[src/rtl/gpo_pkg.sv]
// Shared types and register map for the general-purpose output controller.
package gpo_pkg;

    typedef enum logic [1:0] {
        MODE_STATIC = 2'b00,
        MODE_PULSE  = 2'b01,
        MODE_BLINK  = 2'b10,
        MODE_RSVD   = 2'b11
    } mode_e;

    typedef enum logic [2:0] {
        ST_IDLE      = 3'd0,
        ST_STATIC    = 3'd1,
        ST_PULSE     = 3'd2,
        ST_BLINK_ON  = 3'd3,
        ST_BLINK_OFF = 3'd4
    } state_e;

    localparam logic [1:0] ADDR_CTRL   = 2'd0;
    localparam logic [1:0] ADDR_VALUE  = 2'd1;
    localparam logic [1:0] ADDR_PERIOD = 2'd2;
    localparam logic [1:0] ADDR_STATUS = 2'd3;

    localparam int CTRL_EN_BIT   = 7;
    localparam int CTRL_MODE_MSB = 1;
    localparam int CTRL_MODE_LSB = 0;

    // STATUS[2:1]: 0 idle, 1 static, 2 pulse, 3 blinking (either phase)
    function automatic logic [1:0] state_code(state_e s);
        case (s)
            ST_IDLE:   return 2'd0;
            ST_STATIC: return 2'd1;
            ST_PULSE:  return 2'd2;
            default:   return 2'd3;
        endcase
    endfunction

endpackage

[src/rtl/gpo_timer.sv]
// Phase timer: loadable down-counter that parks at zero and flags expiry there.
module gpo_timer #(
    parameter int CNT_W = 8
) (
    input  logic             clk,
    input  logic             reset_n,
    input  logic             load,
    input  logic [CNT_W-1:0] load_val,
    output logic             expired
);

    logic [CNT_W-1:0] cnt_q;

    always_ff @(posedge clk or negedge reset_n) begin
        if (!reset_n) begin
            cnt_q <= '0;
        end else if (load) begin
            cnt_q <= load_val;
        end else if (cnt_q != '0) begin
            cnt_q <= cnt_q - CNT_W'(1);
        end
    end

    assign expired = (cnt_q == '0);

endmodule

[src/rtl/gpo_ctrl.sv]
// GPO controller: host register file plus the static/pulse/blink sequencer
// driving up to 8 registered output pins.
//
// state        | meaning
// ST_IDLE      | pins 0; waits for enable (pulse mode also waits for a VALUE write)
// ST_STATIC    | pins follow VALUE
// ST_PULSE     | pins = VALUE, busy high, until the timer expires
// ST_BLINK_ON  | pins = VALUE for PERIOD+1 cycles
// ST_BLINK_OFF | pins 0 for PERIOD+1 cycles
module gpo_ctrl
    import gpo_pkg::*;
#(
    parameter int NUM_PINS = 7,
    parameter int CNT_W    = 8
) (
    input  logic                clk,
    input  logic                reset_n,
    input  logic [1:0]          addr,
    input  logic                wr_en,
    input  logic                rd_en,
    input  logic [7:0]          data_in,
    output logic [7:0]          data_out,
    output logic [NUM_PINS-1:0] gpo_pins,
    output logic                busy
);

    logic                en_q;
    mode_e               mode_q;
    logic [NUM_PINS-1:0] value_q;
    logic [CNT_W-1:0]    period_q;
    logic                ctrl_wr_q;
    logic                value_wr_q;
    logic [7:0]          data_out_q;

    state_e              state_q, state_d;
    logic [NUM_PINS-1:0] pins_q, pins_d;
    logic                busy_q, busy_d;

    logic                tmr_load;
    logic                tmr_expired;
    logic [7:0]          rd_data;

    logic wr_ctrl, wr_value, wr_period;

    assign wr_ctrl   = wr_en && (addr == ADDR_CTRL);
    assign wr_value  = wr_en && (addr == ADDR_VALUE);
    assign wr_period = wr_en && (addr == ADDR_PERIOD);

    // Register file. The write strobes are also delayed one cycle so the FSM
    // reacts to a write at the same time it sees the updated register contents.
    always_ff @(posedge clk or negedge reset_n) begin
        if (!reset_n) begin
            en_q       <= 1'b0;
            mode_q     <= MODE_STATIC;
            value_q    <= '0;
            period_q   <= '0;
            ctrl_wr_q  <= 1'b0;
            value_wr_q <= 1'b0;
            data_out_q <= '0;
        end else begin
            ctrl_wr_q  <= wr_ctrl;
            value_wr_q <= wr_value;
            if (wr_ctrl) begin
                en_q   <= data_in[CTRL_EN_BIT];
                mode_q <= mode_e'(data_in[CTRL_MODE_MSB:CTRL_MODE_LSB]);
            end
            if (wr_value) begin
                value_q <= data_in[NUM_PINS-1:0];
            end
            if (wr_period) begin
                period_q <= data_in[CNT_W-1:0];
            end
            data_out_q <= rd_en ? rd_data : 8'h00;
        end
    end

    always_comb begin
        rd_data = '0;
        case (addr)
            ADDR_CTRL: begin
                rd_data[CTRL_EN_BIT]                 = en_q;
                rd_data[CTRL_MODE_MSB:CTRL_MODE_LSB] = mode_q;
            end
            ADDR_VALUE:  rd_data[NUM_PINS-1:0] = value_q;
            ADDR_PERIOD: rd_data[CNT_W-1:0]    = period_q;
            default: begin
                rd_data[0]   = busy_q;
                rd_data[2:1] = state_code(state_q);
            end
        endcase
    end

    gpo_timer #(
        .CNT_W(CNT_W)
    ) u_timer (
        .clk      (clk),
        .reset_n  (reset_n),
        .load     (tmr_load),
        .load_val (period_q),
        .expired  (tmr_expired)
    );

    always_comb begin
        state_d  = state_q;
        tmr_load = 1'b0;
        if (ctrl_wr_q || !en_q) begin
            state_d  = ST_IDLE;
            tmr_load = 1'b1;
        end else begin
            case (state_q)
                ST_IDLE: begin
                    case (mode_q)
                        MODE_PULSE: begin
                            if (value_wr_q) begin
                                state_d  = ST_PULSE;
                                tmr_load = 1'b1;
                            end
                        end
                        MODE_BLINK: begin
                            state_d  = ST_BLINK_ON;
                            tmr_load = 1'b1;
                        end
                        default: state_d = ST_STATIC;
                    endcase
                end
                ST_STATIC: state_d = ST_STATIC;
                ST_PULSE: begin
                    if (value_wr_q) begin
                        tmr_load = 1'b1;
                    end else if (tmr_expired) begin
                        state_d = ST_IDLE;
                    end
                end
                ST_BLINK_ON: begin
                    if (tmr_expired) begin
                        state_d  = ST_BLINK_OFF;
                        tmr_load = 1'b1;
                    end
                end
                ST_BLINK_OFF: begin
                    if (tmr_expired) begin
                        state_d  = ST_BLINK_ON;
                        tmr_load = 1'b1;
                    end
                end
                default: state_d = ST_IDLE;
            endcase
        end
    end

    // Pins and busy are decoded from the next state so they change on the
    // same edge as the state register, straight out of flops.
    always_comb begin
        pins_d = '0;
        busy_d = 1'b0;
        case (state_d)
            ST_STATIC, ST_BLINK_ON: pins_d = value_q;
            ST_PULSE: begin
                pins_d = value_q;
                busy_d = 1'b1;
            end
            default: pins_d = '0;
        endcase
    end

    always_ff @(posedge clk or negedge reset_n) begin
        if (!reset_n) begin
            state_q <= ST_IDLE;
            pins_q  <= '0;
            busy_q  <= 1'b0;
        end else begin
            state_q <= state_d;
            pins_q  <= pins_d;
            busy_q  <= busy_d;
        end
    end

    assign data_out = data_out_q;
    assign gpo_pins = pins_q;
    assign busy     = busy_q;

endmodule

[config.mk]
export PLATFORM = sky130hd
export DESIGN_NAME = gpo_ctrl
export DESIGN_NICKNAME = d
export VERILOG_FILES = /design/src/rtl/gpo_pkg.sv /design/src/rtl/gpo_timer.sv /design/src/rtl/gpo_ctrl.sv
export SDC_FILE = /design/constraint.sdc
export NUM_CORES = 1
export LEC_CHECK = 0
export BUFFER_PORTS_ARGS = -buffer_cell sky130_fd_sc_hd__buf_2
export CORE_AREA = 2 2 64 66
export DETAILED_ROUTE_END_ITERATION = 8
export DIE_AREA = 0 0 66 68
export GPL_TIMING_DRIVEN = 1
export PLACE_DENSITY = 0.81
export SYNTH_ARGS = -nofsm -noshare
export SYNTH_HDL_FRONTEND = slang
export SYNTH_HIERARCHICAL = 1
export SYNTH_SLANG_ARGS = --single-unit
[constraint.sdc]
create_clock -name clk -period 3.49 [get_ports clk]
set_input_delay 0.5235 -clock clk [delete_from_list [all_inputs] [get_ports clk]]
set_output_delay 0.5235 -clock clk [all_outputs]
set_load 0.01 [all_outputs]
After elaboration in Yosys (flattened, before gate mapping)

Index checks and enable logic that the tools add are counted.

Multiplexer cells: 23
Equal/unequal tests: 11
Reduce and logical (&&, ||, !) cells: 12
Add/subtract/negate cells: 1

Operators by type and width:

| kind                | number |
|---|---|
| $mux 8              | 3 |
| $mux 3              | 6 |
| $pmux 3 s5          | 1 |
| $eq 3x2->1 const B  | 4 |
| $pmux 2 s3          | 2 |
| $logic_not 8->1     | 1 |
| $pmux 4 s2          | 1 |
| $reduce_bool 8->1   | 1 |
| $sub 8x1->8 const B | 1 |
| $mux 7              | 1 |
| $eq 3x1->1 const B  | 2 |
| $pmux 1 s3          | 2 |
| $pmux 3 s2          | 1 |
| $eq 2x1->1 const B  | 2 |
| $eq 2x2->1 const B  | 2 |
| $mux 1              | 4 |
| $pmux 1 s2          | 2 |
| $eq 3x3->1 const B  | 1 |
| $logic_and 1x1->1   | 3 |
| $logic_not 3->1     | 1 |
| $reduce_or 3->1     | 1 |
| $logic_not 2->1     | 1 |
| $reduce_bool 2->1   | 1 |
| $reduce_or 2->1     | 1 |
| other kinds (2)     | 2 |

Flip-flop bits (word level): 47
Logic and storage cells: 58

Logic depth before layout (Yosys ltp)

Gate-level depths: netlist of run 1.

Word-level depth: 8
Mapped depth: 9

By module

Netlist of run 1, hierarchy kept.

Modules (own cells, without submodules):

| module    | cells each | area each (um2) | times used |
|---|---|---|---|
| gpo_ctrl  | 142        | 1,729.2         | 1 |
| gpo_timer | 54         | 476.7           | 1 |

Worst setup path after synthesis of run 1

Ideal clock, no wire load.

Path type: reg2reg
Start: register u_timer.cnt_q[0]
End: register u_timer.cnt_q[4]
Arrival time: 2,159 ps
Setup time: 79 ps
Period minus slack after synthesis: 2,238 ps
Stages on the path, launching flop included: 10
Data required time: 3,411 ps
Path slack: 1,252 ps
Cells stage by stage: dfrtp_1 -> inv_1 -> ha_1 -> or3b_1 -> clkbuf_2 -> nor2_1 -> a211o_1 -> dlygate4sd1_1 -> a21oi_1 -> a2bb2oi_1

Word-level cells in the longest chain between the ends: 5
Elaborated cells on any way between the ends: 9
Classes of those cells: 1 x add/sub; 5 x mux; 3 x reduce/logical

Ends and longest elaborated chain:

| what                                               | RTL line                         | source |
|---|---|---|
| start, declared                                    | gpo_timer.sv:12                  | `logic [CNT_W-1:0] cnt_q;` |
| start signal, assigned                             | gpo_timer.sv:18                  | `cnt_q <= load_val;` |
| start signal, assigned                             | gpo_timer.sv:20                  | `cnt_q <= cnt_q - CNT_W'(1);` |
| $logic_not 8->1 *                                  | gpo_timer.sv:24                  | `assign expired = (cnt_q == '0);` |
| net tmr_expired                                    | gpo_ctrl.sv:40                   | `logic tmr_expired;` |
| $mux 1 *                                           | gpo_ctrl.sv:135, gpo_ctrl.sv:141 |  |
| $pmux 1 s3 *                                       | gpo_ctrl.sv:110                  | `case (state_q)` |
| $mux 1 *                                           | gpo_ctrl.sv:106                  | `if (ctrl_wr_q \|\| !en_q) begin` |
| net tmr_load                                       | gpo_ctrl.sv:39                   | `logic tmr_load;` |
| $mux 8 / $reduce_bool 2->1 (equally long branches) | --                               |  |

The timed path passes the listed nets; every way through them passes the cells marked *. The select of a mux whose other input is x is not followed.
A chain may end at the register's enable or synchronous reset.

Worst setup path after layout of run 1

Start: register u_timer.cnt_q[0]
End: register u_timer.cnt_q[5]

The elaborated chain is that of the path after synthesis.

==> results of run 1 <==
==> report_power, final <==
part / leakage [nW] / switching [mW] / internal, mW / total [mW]
Sequential: 0.591 / 0.109 / 0.656 / 0.765
Combinational: 0.526 / 0.222 / 0.186 / 0.408
Clock: 0.0513 / 0.160 / 0.210 / 0.370
Total: 1.17 / 0.491 / 1.05 / 1.54
==> per-layer routing <==
metal / part of all wire (%) / vias to the layer above
li1: - / 766
met1: 44 / 759
met2: 51 / 43
met3: 4.5 / 4
met4: 1.1 / 0
met5: 0 / -
==> worst paths after layout <==
| kind | from | end | cells past startpoint |
|---|---|---|---|
| setup / recovery | u_timer/cnt_q[0]$_DFFE_PN0P_ | u_timer/cnt_q[5]$_DFFE_PN0P_ | 7 |
| min in group clk | data_in[5] | period_q[5]$_DFFE_PN0P_ | 2 |
| hold / removal | reset_n | gpo_pins[1]$_DFF_PN0_ | 1 |
| hold reg to reg | value_q[2]$_DFFE_PN0P_ | value_q[2]$_DFFE_PN0P_ | 1 |
| max in group asynchronous | reset_n | u_timer/cnt_q[0]$_DFFE_PN0P_ | 1 |
| setup reg to reg | u_timer/cnt_q[0]$_DFFE_PN0P_ | u_timer/cnt_q[5]$_DFFE_PN0P_ | 7 |
==> through the flow <==
step           util (%)  instance area [um^2]  total power [mW]
2_1_floorplan         -                  2206             1.054
3_5_place_dp      61.42                  2369             1.180
3_3_place_gp      61.42                  2369             1.170
4_1_cts           64.08                  2471             1.547
6_report          64.08                  2471             1.543
5_1_grt           64.08                  2471             1.633
==> Yosys cell counts (2+ instances only) <==
library cell	n
buf_6	2
ha_1	7
nor2_1	16
o21ai_0	9
inv_1	10
nor2b_1	2
nand3_1	3
a22oi_1	5
a211oi_1	2
a21boi_1	6
nor4_1	2
nor3_1	4
a222oi_1	2
o31ai_1	4
mux2_2	16
dfrtp_1	47
a221oi_1	2
or3b_1	2
nand2_1	17
a31oi_1	2
a21oi_1	6
and2_1	2
a21boi_0	3
or4_1	2
==> cell type report <==
type,instances,area share [%]
Tap cell,50,2.532
Timing Repair Buffer,29,5.873
Clock inverter,1,1.215
Multi-Input combinational cell,133,38.33
Inverter,10,1.519
Sequential cell,47,47.60
Clock buffer,6,2.937
==> cell families after synthesis <==
family	share of synthesized area, %
AND/OR/NAND/NOR	13.95
AO/OA/AOI/OAI	16.45
flip-flops	53.32
buffers and inverters	3.743
multiplexers	8.168
adder cells (fa/ha/maj)	3.970
XOR/XNOR	0.3971
==> flip-flops by register name, indices dropped and copies added (netlist names) <==
signal	cells
gpo_pins	7
value_wr_q	1
u_timer/cnt_q	8
data_out	8
busy	1
en_q	1
state_q	3
mode_q	2
period_q	8
ctrl_wr_q	1
value_q	7
==> metrics, run 1 <==
CP max stage cell=or3b_1; CTS tree=built; Critical Path Start Type=register; met2 GRT Util=37.37%; met1 Use GR=29.86%; Clock Skews=0.01050 ns; diode count=0; gpl congestion=0.8641; Overflow after GRT=0; Port Buffers=29; Synth area leader=dfrtp_1; Multi-input gate area=947.2 um^2; vias in the first global route=1,517; overall routed net length=4464 um; Final Hold Vio Count=0; DR pass1 iterations=5; dpl cells=269; Clock Path Buffers=2; die area=4488 um^2; top cells by area, synth=dfrtp_1, mux2_2, ha_1; Clk Latency, worst-skew pair=0.29 ns; number of setup buffers added after CTS=0; highest-count cells in the layout ignoring fill and taps=dfrtp_1, buf_2, nand2_1, nor2_1, mux2_2; hold buffer count at CTS=0; Reg clk slew, reported paths=0.08 ns; YS warnings=6; P_leak=1.168 nW; # DRC=0; Critical Path End Type=register; commonest non-fill, non-tap cell in the layout=dfrtp_1; CP cell instances=inv_1 > ha_1 > or3b_1 > nor2_1 > a211o_1 > inv_1 > a221oi_1; R2R Setup Slk=0.92 ns; CP most frequent cell=inv_1; Max Cap Viol=0; die height=68 um; maximum vdd drop=0.0003040 V; initial core utilization=57.20%; Synth async-reset ratio=100.0%; status=finished, final reports clean; sequential-to-total area share from yosys stat=53.32%; Post-DP HPWL=3322 um; FF+latch area=1176 um^2; Max-Slew Margin vs Limit=33.33%; Root Buffer=clkbuf_8; Num CTS Buffers=5; met3 usage=3.454%; top cell family by delay on the critical path=simple AND/OR/NAND/NOR gates; min setup slack post-route=0.9172 ns; Core Area=3856 um^2; Buf/Inv on CP=2; crit path time final=2.573 ns; synthesis-stage register bit count=47; RSZ-0062 raised after global routing=false; Final period util=73.72%; layout cells sized above 1=25.22%; DIE WIDTH=66 um; critical path fanouts, max=13; pin count of the biggest net entering global routing=48; Via density=5.696; pre-CTS setup slack=0.9003 ns; max incr delay on CP=0.47 ns; worst slew pin tran=1.000 ns; most common flop cell mapped by yosys=dfrtp_1; Post-synth EDFFs=0; Vias=1,572; Pwr Density=624.3 nW/um^2; Fmax=388.7 MHz; cell count after synthesis=196; Worst Hold Class=primary input to asynchronous set/reset pin; Ports=30; Pins Over Slew Limit=0; post_cts resized=0; Core Rows=23; Synth Area per Inst=11.25 um^2; cell area after synthesis=2206 um^2; syn nets=217; final net count=247; WP data required=3.68 ns; worst hold margin=0.3996 ns; number of H-tree levels=2; critical path class=register to register; Routed Antenna Nets=0; library cells used by synthesis=47; Iter 0 DRT Violations=149; initial antenna violation count=0; first-pass GRT wire length=7258 um; Layout fillers=333; clk sinks=47; Routed wire per std cell=16.17 um; setup TNS=0 ns; Final Non-Filler Cells=276; layer with the highest usage=met2; Total GRT Usage=22.24%; Finish-stage setup viols=0; area fraction of the dominant cell type after synthesis=53.32%; Critical Path AT=2.76 ns; synth-to-layout area growth=12.02%
No activity file was read; power rests on OpenSTA's default activity.
==> inputs of run 2 (changes only) <==
--- a/config.mk
+++ b/config.mk
@@ -6,11 +6,11 @@
 export NUM_CORES = 1
 export LEC_CHECK = 0
 export BUFFER_PORTS_ARGS = -buffer_cell sky130_fd_sc_hd__buf_2
-export CORE_AREA = 2 2 64 66
+export CORE_AREA = 2 2 69 71
 export DETAILED_ROUTE_END_ITERATION = 8
-export DIE_AREA = 0 0 66 68
+export DIE_AREA = 0 0 71 73
 export GPL_TIMING_DRIVEN = 1
-export PLACE_DENSITY = 0.81
+export PLACE_DENSITY = 0.73
 export SYNTH_ARGS = -nofsm -noshare
 export SYNTH_HDL_FRONTEND = slang
 export SYNTH_HIERARCHICAL = 1
==> constraint.sdc (replaced) <==
create_clock -name clk -period 2.1 [get_ports clk]
set_input_delay 0.315 -clock clk [delete_from_list [all_inputs] [get_ports clk]]
set_output_delay 0.315 -clock clk [all_outputs]
set_load 0.01 [all_outputs]
==> run 2 against run 1 <==
Compared with the run above:
- sequential share of layout area decreased by 2.2 points
- clock skew hardly changed
- routed wire length decreased by 0.45%
- flip-flop and latch count unchanged
- clock-buffer cell count fell by 1
- worst setup slack worse by 0.80 ns
- worst hold slack lost 0.31 ns
- non-clock buffer count increased by 15
- sequential power is 61% higher
- power up 68%
- critical path type unchanged
- largest power group unchanged
- highest routed layer unchanged
==> metrics, run 2 (synthesis results as in run 1) <==
critical path class=register to register; Post-DP HPWL=3343 um (+0.62%); DIE WIDTH=71 um (+7.6%); DR pass1 iterations=4 (-1); number of setup buffers added after CTS=0 (unchanged); Port Buffers=29 (unchanged); Via density=5.586 (-1.9%); CTS tree=built; Routed Antenna Nets=0 (unchanged); status=finished, final reports clean; Clock Path Buffers=2 (unchanged); Critical Path AT=2.18 ns (-0.58 ns); die area=5183 um^2 (+15%); WP data required=2.30 ns (-1.38 ns); vias in the first global route=1,609 (+6.1%); Fmax=503.9 MHz (+30%); Routed wire per std cell=15.06 um (-6.9%); Finish-stage setup viols=0 (unchanged); Total GRT Usage=19.23% (-3.0 points); Core Area=4536 um^2 (+18%); # DRC=0 (unchanged); Clock Skews=0.01057 ns (+0.00006720 ns); P_leak=1.232 nW (+5.4%); worst slew pin tran=0.7886 ns (-0.2114 ns); Critical Path End Type=register; Comb pwr share=32.4% (+5.9 points); Vias=1,648 (+4.8%); Root Buffer=clkbuf_8; Sequential Power Share=47.5% (-2.1 points); Reg clk slew, reported paths=0.08 ns (about the same); clk sinks=47 (unchanged); hold buffer count at CTS=0 (unchanged); initial core utilization=48.63% (-8.6 points); Pins Over Slew Limit=0 (unchanged); Final period util=94.50% (+21 points); final net count=262 (+6.1%); first-pass GRT wire length=7617 um (+4.9%); Worst Hold Class=primary input to asynchronous set/reset pin; highest-count cells in the layout ignoring fill and taps=dfrtp_1, buf_2, nand2_1, mux2_2; commonest non-fill, non-tap cell in the layout=dfrtp_1; switch share=33.43% (+1.6 points); Buf/Inv on CP=2 (unchanged); Overflow after GRT=0 (unchanged); Pint=1.726 mW (+64%); overall routed net length=4444 um (-0.45%); setup TNS=0 ns (unchanged); crit path time final=1.985 ns (-0.5882 ns); Final Hold Vio Count=0 (unchanged); max incr delay on CP=0.39 ns (-0.08 ns); layout cells sized above 1=32.37% (+7.1 points); critical path fanouts, max=6 (-7); Final Non-Filler Cells=295 (+6.9%); dpl cells=288 (+7.1%); gpl congestion=0.8289 (-4.1%); RSZ-0062 raised after global routing=false; maximum vdd drop=0.0007648 V (+150%); Iter 0 DRT Violations=118 (-21%); Clk Latency, worst-skew pair=0.30 ns (about the same); post-route total power=2.592 mW (+68%); diode count=0 (unchanged); Core Rows=25 (+8.7%); Clk pwr share=20.1% (-3.9 points); CP cell instances=inv_1 > ha_2 > nor2b_1 > o21ai_0 > a211oi_1 > a211o_4 > buf_4 > o31ai_1; die height=73 um (+7.4%); Max-Slew Margin vs Limit=47.43% (+14 points); initial antenna violation count=0 (unchanged); Pwr Density=999.8 nW/um^2 (+60%); pin count of the biggest net entering global routing=37 (-23%); Net Sw Power=0.8666 mW (+76%); post_cts resized=0 (unchanged); Critical Path Start Type=register; synth-to-layout area growth=17.53%; Num CTS Buffers=5 (unchanged); Ports=30 (unchanged); top cell family by delay on the critical path=compound AO/OA/AOI/OAI gates; number of H-tree levels=2 (unchanged); CP max stage cell=dfrtp_1; Max Cap Viol=0 (unchanged)
==> run 2: through the flow <==
stage	util, %	setup WS, ns	hold WS (ns)	area [um^2]
5_1_grt	57.16	0.01343	0.1385	2592
4_1_cts	56.69	0.002822	0.1179	2571
3_3_place_gp	54.87	0.05576	0.4385	2489
6_report	57.16	0.1154	0.09240	2592
3_5_place_dp	54.87	0.02417	0.4476	2489
2_1_floorplan	-	0.02345	0.01941	2211
==> run 2: power groups by stage <==
stage               registers [mW]  clock network [mW]  logic [mW]
global route                  1.26               0.580       0.937
global placement              1.24                   0       0.806
CTS                           1.23               0.535       0.820
detailed placement            1.25                   0       0.816
finish                        1.23               0.522       0.839
floorplan                     1.25                   0       0.502
==> run 2: area by class of cell <==
class | count | area [um^2]
flip-flops and latches | 47 | 1176
well taps | 54 | 67.56
fillers | 365 | 1943
clock inverters | 2 | 13.76
inverters | 10 | 37.54
clock buffers | 5 | 68.82
repair buffers | 44 | 257.7
multi-input cells | 133 | 970.9
==> run 2: per-layer routing <==
layer	vias to the layer above	part of all wire, %	global-route usage [%]	routed length (um)
li1	796	-	-	-
met1	810	46	25.90	2029
met2	36	49	31.46	2180
met3	6	4.2	4.696	188
met4	0	1.0	5.031	46
met5	-	0	0	0
==> run 2: final timing paths <==
kind / start / endpoint / slack, ns / cells past startpoint
setup / recovery: mode_q[0]$_DFFE_PN0P_ / u_timer/cnt_q[1]$_DFFE_PN0P_ / 0.12 / 8
hold / removal: reset_n / mode_q[0]$_DFFE_PN0P_ / 0.09 / 1
setup reg to reg: mode_q[0]$_DFFE_PN0P_ / u_timer/cnt_q[1]$_DFFE_PN0P_ / 0.12 / 8
hold reg to reg: period_q[6]$_DFFE_PN0P_ / u_timer/cnt_q[6]$_DFFE_PN0P_ / 0.54 / 2
max in group asynchronous: reset_n / value_q[6]$_DFFE_PN0P_ / 1.36 / 2
min in group clk: data_in[4] / period_q[4]$_DFFE_PN0P_ / 0.25 / 2
==> inputs of run 3 (changes only) <==
==> constraint.sdc (replaced) <==
create_clock -name clk -period 1.65 [get_ports clk]
set_input_delay 0.2475 -clock clk [delete_from_list [all_inputs] [get_ports clk]]
set_output_delay 0.2475 -clock clk [all_outputs]
set_load 0.01 [all_outputs]
==> run 3 against run 2 <==
Compared with the run above:
- the run now ends with negative setup slack left
- global-route usage grew 3.9 points
- sequential power grew 26%
- critical path depth is the same
- clock power grew 40%
- worst setup slack lost 0.38 ns
- via count grew 16%
- die area is the same
- critical path type unchanged
- largest cell class unchanged
- largest power group is now combinational logic
==> metrics, run 3 (synthesis results as in run 1) <==
status=complete, but fails checks; failing checks=negative setup slack; # DRC=0 (unchanged); Clock Path Buffers=2 (unchanged); Ports=30 (unchanged); Routed wire per std cell=17.58 um (+17%); Total GRT Usage=23.15% (+3.9 points); post-route total power=3.988 mW (+54%); P_leak=1.460 nW (+19%); Max-Slew Margin vs Limit=69.24% (+22 points); CTS tree=built; Clock Skews=0.005526 ns (-0.005045 ns); pin count of the biggest net entering global routing=31 (-16%); final net count=300 (+15%); WP data required=1.88 ns (-0.42 ns); Port Buffers=29 (unchanged); Reg clk slew, reported paths=0.09 ns (about the same); Via density=5.760 (+3.1%); Final period util=116.2% (+22 points); Max Cap Viol=0 (unchanged); Worst Setup SP=u_timer/cnt_q[0]$_DFFE_PN0P_; synth-to-layout area growth=40.44%; worst slew pin tran=0.4571 ns (-0.3314 ns); Final Non-Filler Cells=333 (+13%); Iter 0 DRT Violations=161 (+36%); gpl congestion=0.9262 (+12%); Finish-stage setup viols=19 (+19); Core Area=4536 um^2 (unchanged); RSZ-0062 raised after global routing=true; Routed Antenna Nets=0 (unchanged); Post-Route Utilization=68.30% (+11 points); pre-CTS setup slack=-0.3351 ns (-0.3593 ns); DIE WIDTH=71 um (unchanged); critical path fanouts, max=8 (+2); highest-count cells in the layout ignoring fill and taps=dfrtp_1, buf_4, buf_2, mux2_2, buf_6; overall routed net length=5854 um (+32%); layout cells sized above 1=53.41% (+21 points); maximum vdd drop=0.0008843 V (+16%); critical path class=register to register; DR pass1 iterations=5 (+1); Num CTS Buffers=5 (unchanged); dpl cells=306 (+6.3%); Root Buffer=clkbuf_8; die height=73 um (unchanged); Critical Path Start Type=register; Pwr Density=1287 nW/um^2 (+29%); setup TNS=-3.761 ns (-3.761 ns); Worst Hold Class=primary input to register; initial antenna violation count=0 (unchanged); Fmax=521.6 MHz (+3.5%); number of H-tree levels=2 (unchanged); die area=5183 um^2 (unchanged); commonest non-fill, non-tap cell in the layout=dfrtp_1; diode count=0 (unchanged); min-delay src=data_in[1]; initial core utilization=48.63% (unchanged); Overflow after GRT=0 (unchanged); Vias=1,918 (+16%); crit path time final=1.917 ns (-0.06745 ns); Pins Over Slew Limit=0 (unchanged); Critical Path End Type=register; min setup slack post-route=-0.2671 ns (-0.3826 ns); Critical Path AT=2.15 ns (-0.03 ns); vias in the first global route=1,918 (+19%); Clk Latency, worst-skew pair=0.31 ns (about the same); Post-DP HPWL=3694 um (+11%); Core Rows=25 (unchanged); r2r startpoint=u_timer/cnt_q[0]$_DFFE_PN0P_; clk sinks=47 (unchanged); first-pass GRT wire length=9142 um (+20%); Final Hold Vio Count=0 (unchanged)
[run 3: cell count changes in the layout (fill, tap and decap cells not counted), moves of 4 or more]
| cell | before | now |
|---|---|---|
| buf_4 | 15 | 37 |
| buf_6 | 0 | 13 |
| inv_1 | 9 | 5 |
| nand2_1 | 17 | 12 |
| nand2_2 | 0 | 5 |
[run 3: layout make-up]
class | count | area [um^2]
multi-input combinational | 134 | 1119
sequential | 47 | 1179
timing repair buffer | 81 | 599.3
clock inverter | 1 | 8.758
clock buffer | 6 | 82.58
inverter | 10 | 42.54
tap | 54 | 67.56
fill | 312 | 1438
[run 3: final timing paths]
| path | endpoint | slack (ns) | cells past startpoint |
|---|---|---|---|
| max | gpo_pins[2]$_DFF_PN0_ | -0.27 | 8 |
| min | mode_q[1]$_DFFE_PN0P_ | 0.19 | 3 |
| max reg2reg | gpo_pins[2]$_DFF_PN0_ | -0.27 | 8 |
| min reg2reg | value_q[3]$_DFFE_PN0P_ | 0.54 | 1 |
| max in group asynchronous | mode_q[0]$_DFFE_PN0P_ | 0.74 | 3 |
| min in group asynchronous | state_q[1]$_DFF_PN0_ | 0.41 | 2 |
[run 3: through the flow]
step,hold WS (ns),instance area (um^2)
floorplan,-0.04809,2217
detailed placement,0.2184,2644
global route,0.1844,3098
CTS,0.1737,3008
finish,0.1865,3098
global placement,0.2091,2644
[run 3: worst max-delay path, cell delays in order, from the launching register on]
cell      delay [ns]
dfrtp_1         0.38
inv_2           0.06
ha_4            0.15
or3b_4          0.24
nor2_4          0.06
buf_6           0.11
or3b_4          0.36
a31o_4          0.30
a21boi_2        0.16
[run 3: per-layer routing]
metal,vias to the layer above,wire length [um],share of wire [%],track usage [%]
li1,877,-,-,-
met1,961,2426,41,28.84
met2,62,2976,51,38.84
met3,18,267,4.6,5.110
met4,0,185,3.2,10.27
met5,-,0,0,0
[run 3: where the power goes]
group          leakage, nW  switching, mW  internal (mW)  total, mW
Sequential           0.589          0.166           1.39       1.55
Clock               0.0477          0.393          0.337      0.730
Combinational        0.824          0.829          0.875       1.70
[run 3: what timing repair did]
action,in CTS,in global routing
buffers inserted,17,5
cloned,1,0
hold buffers,1,0
pin swaps,14,12
endpoints found under the setup margin,19,20
gates resized for setup,41,17
hold endpoints to repair,17,0
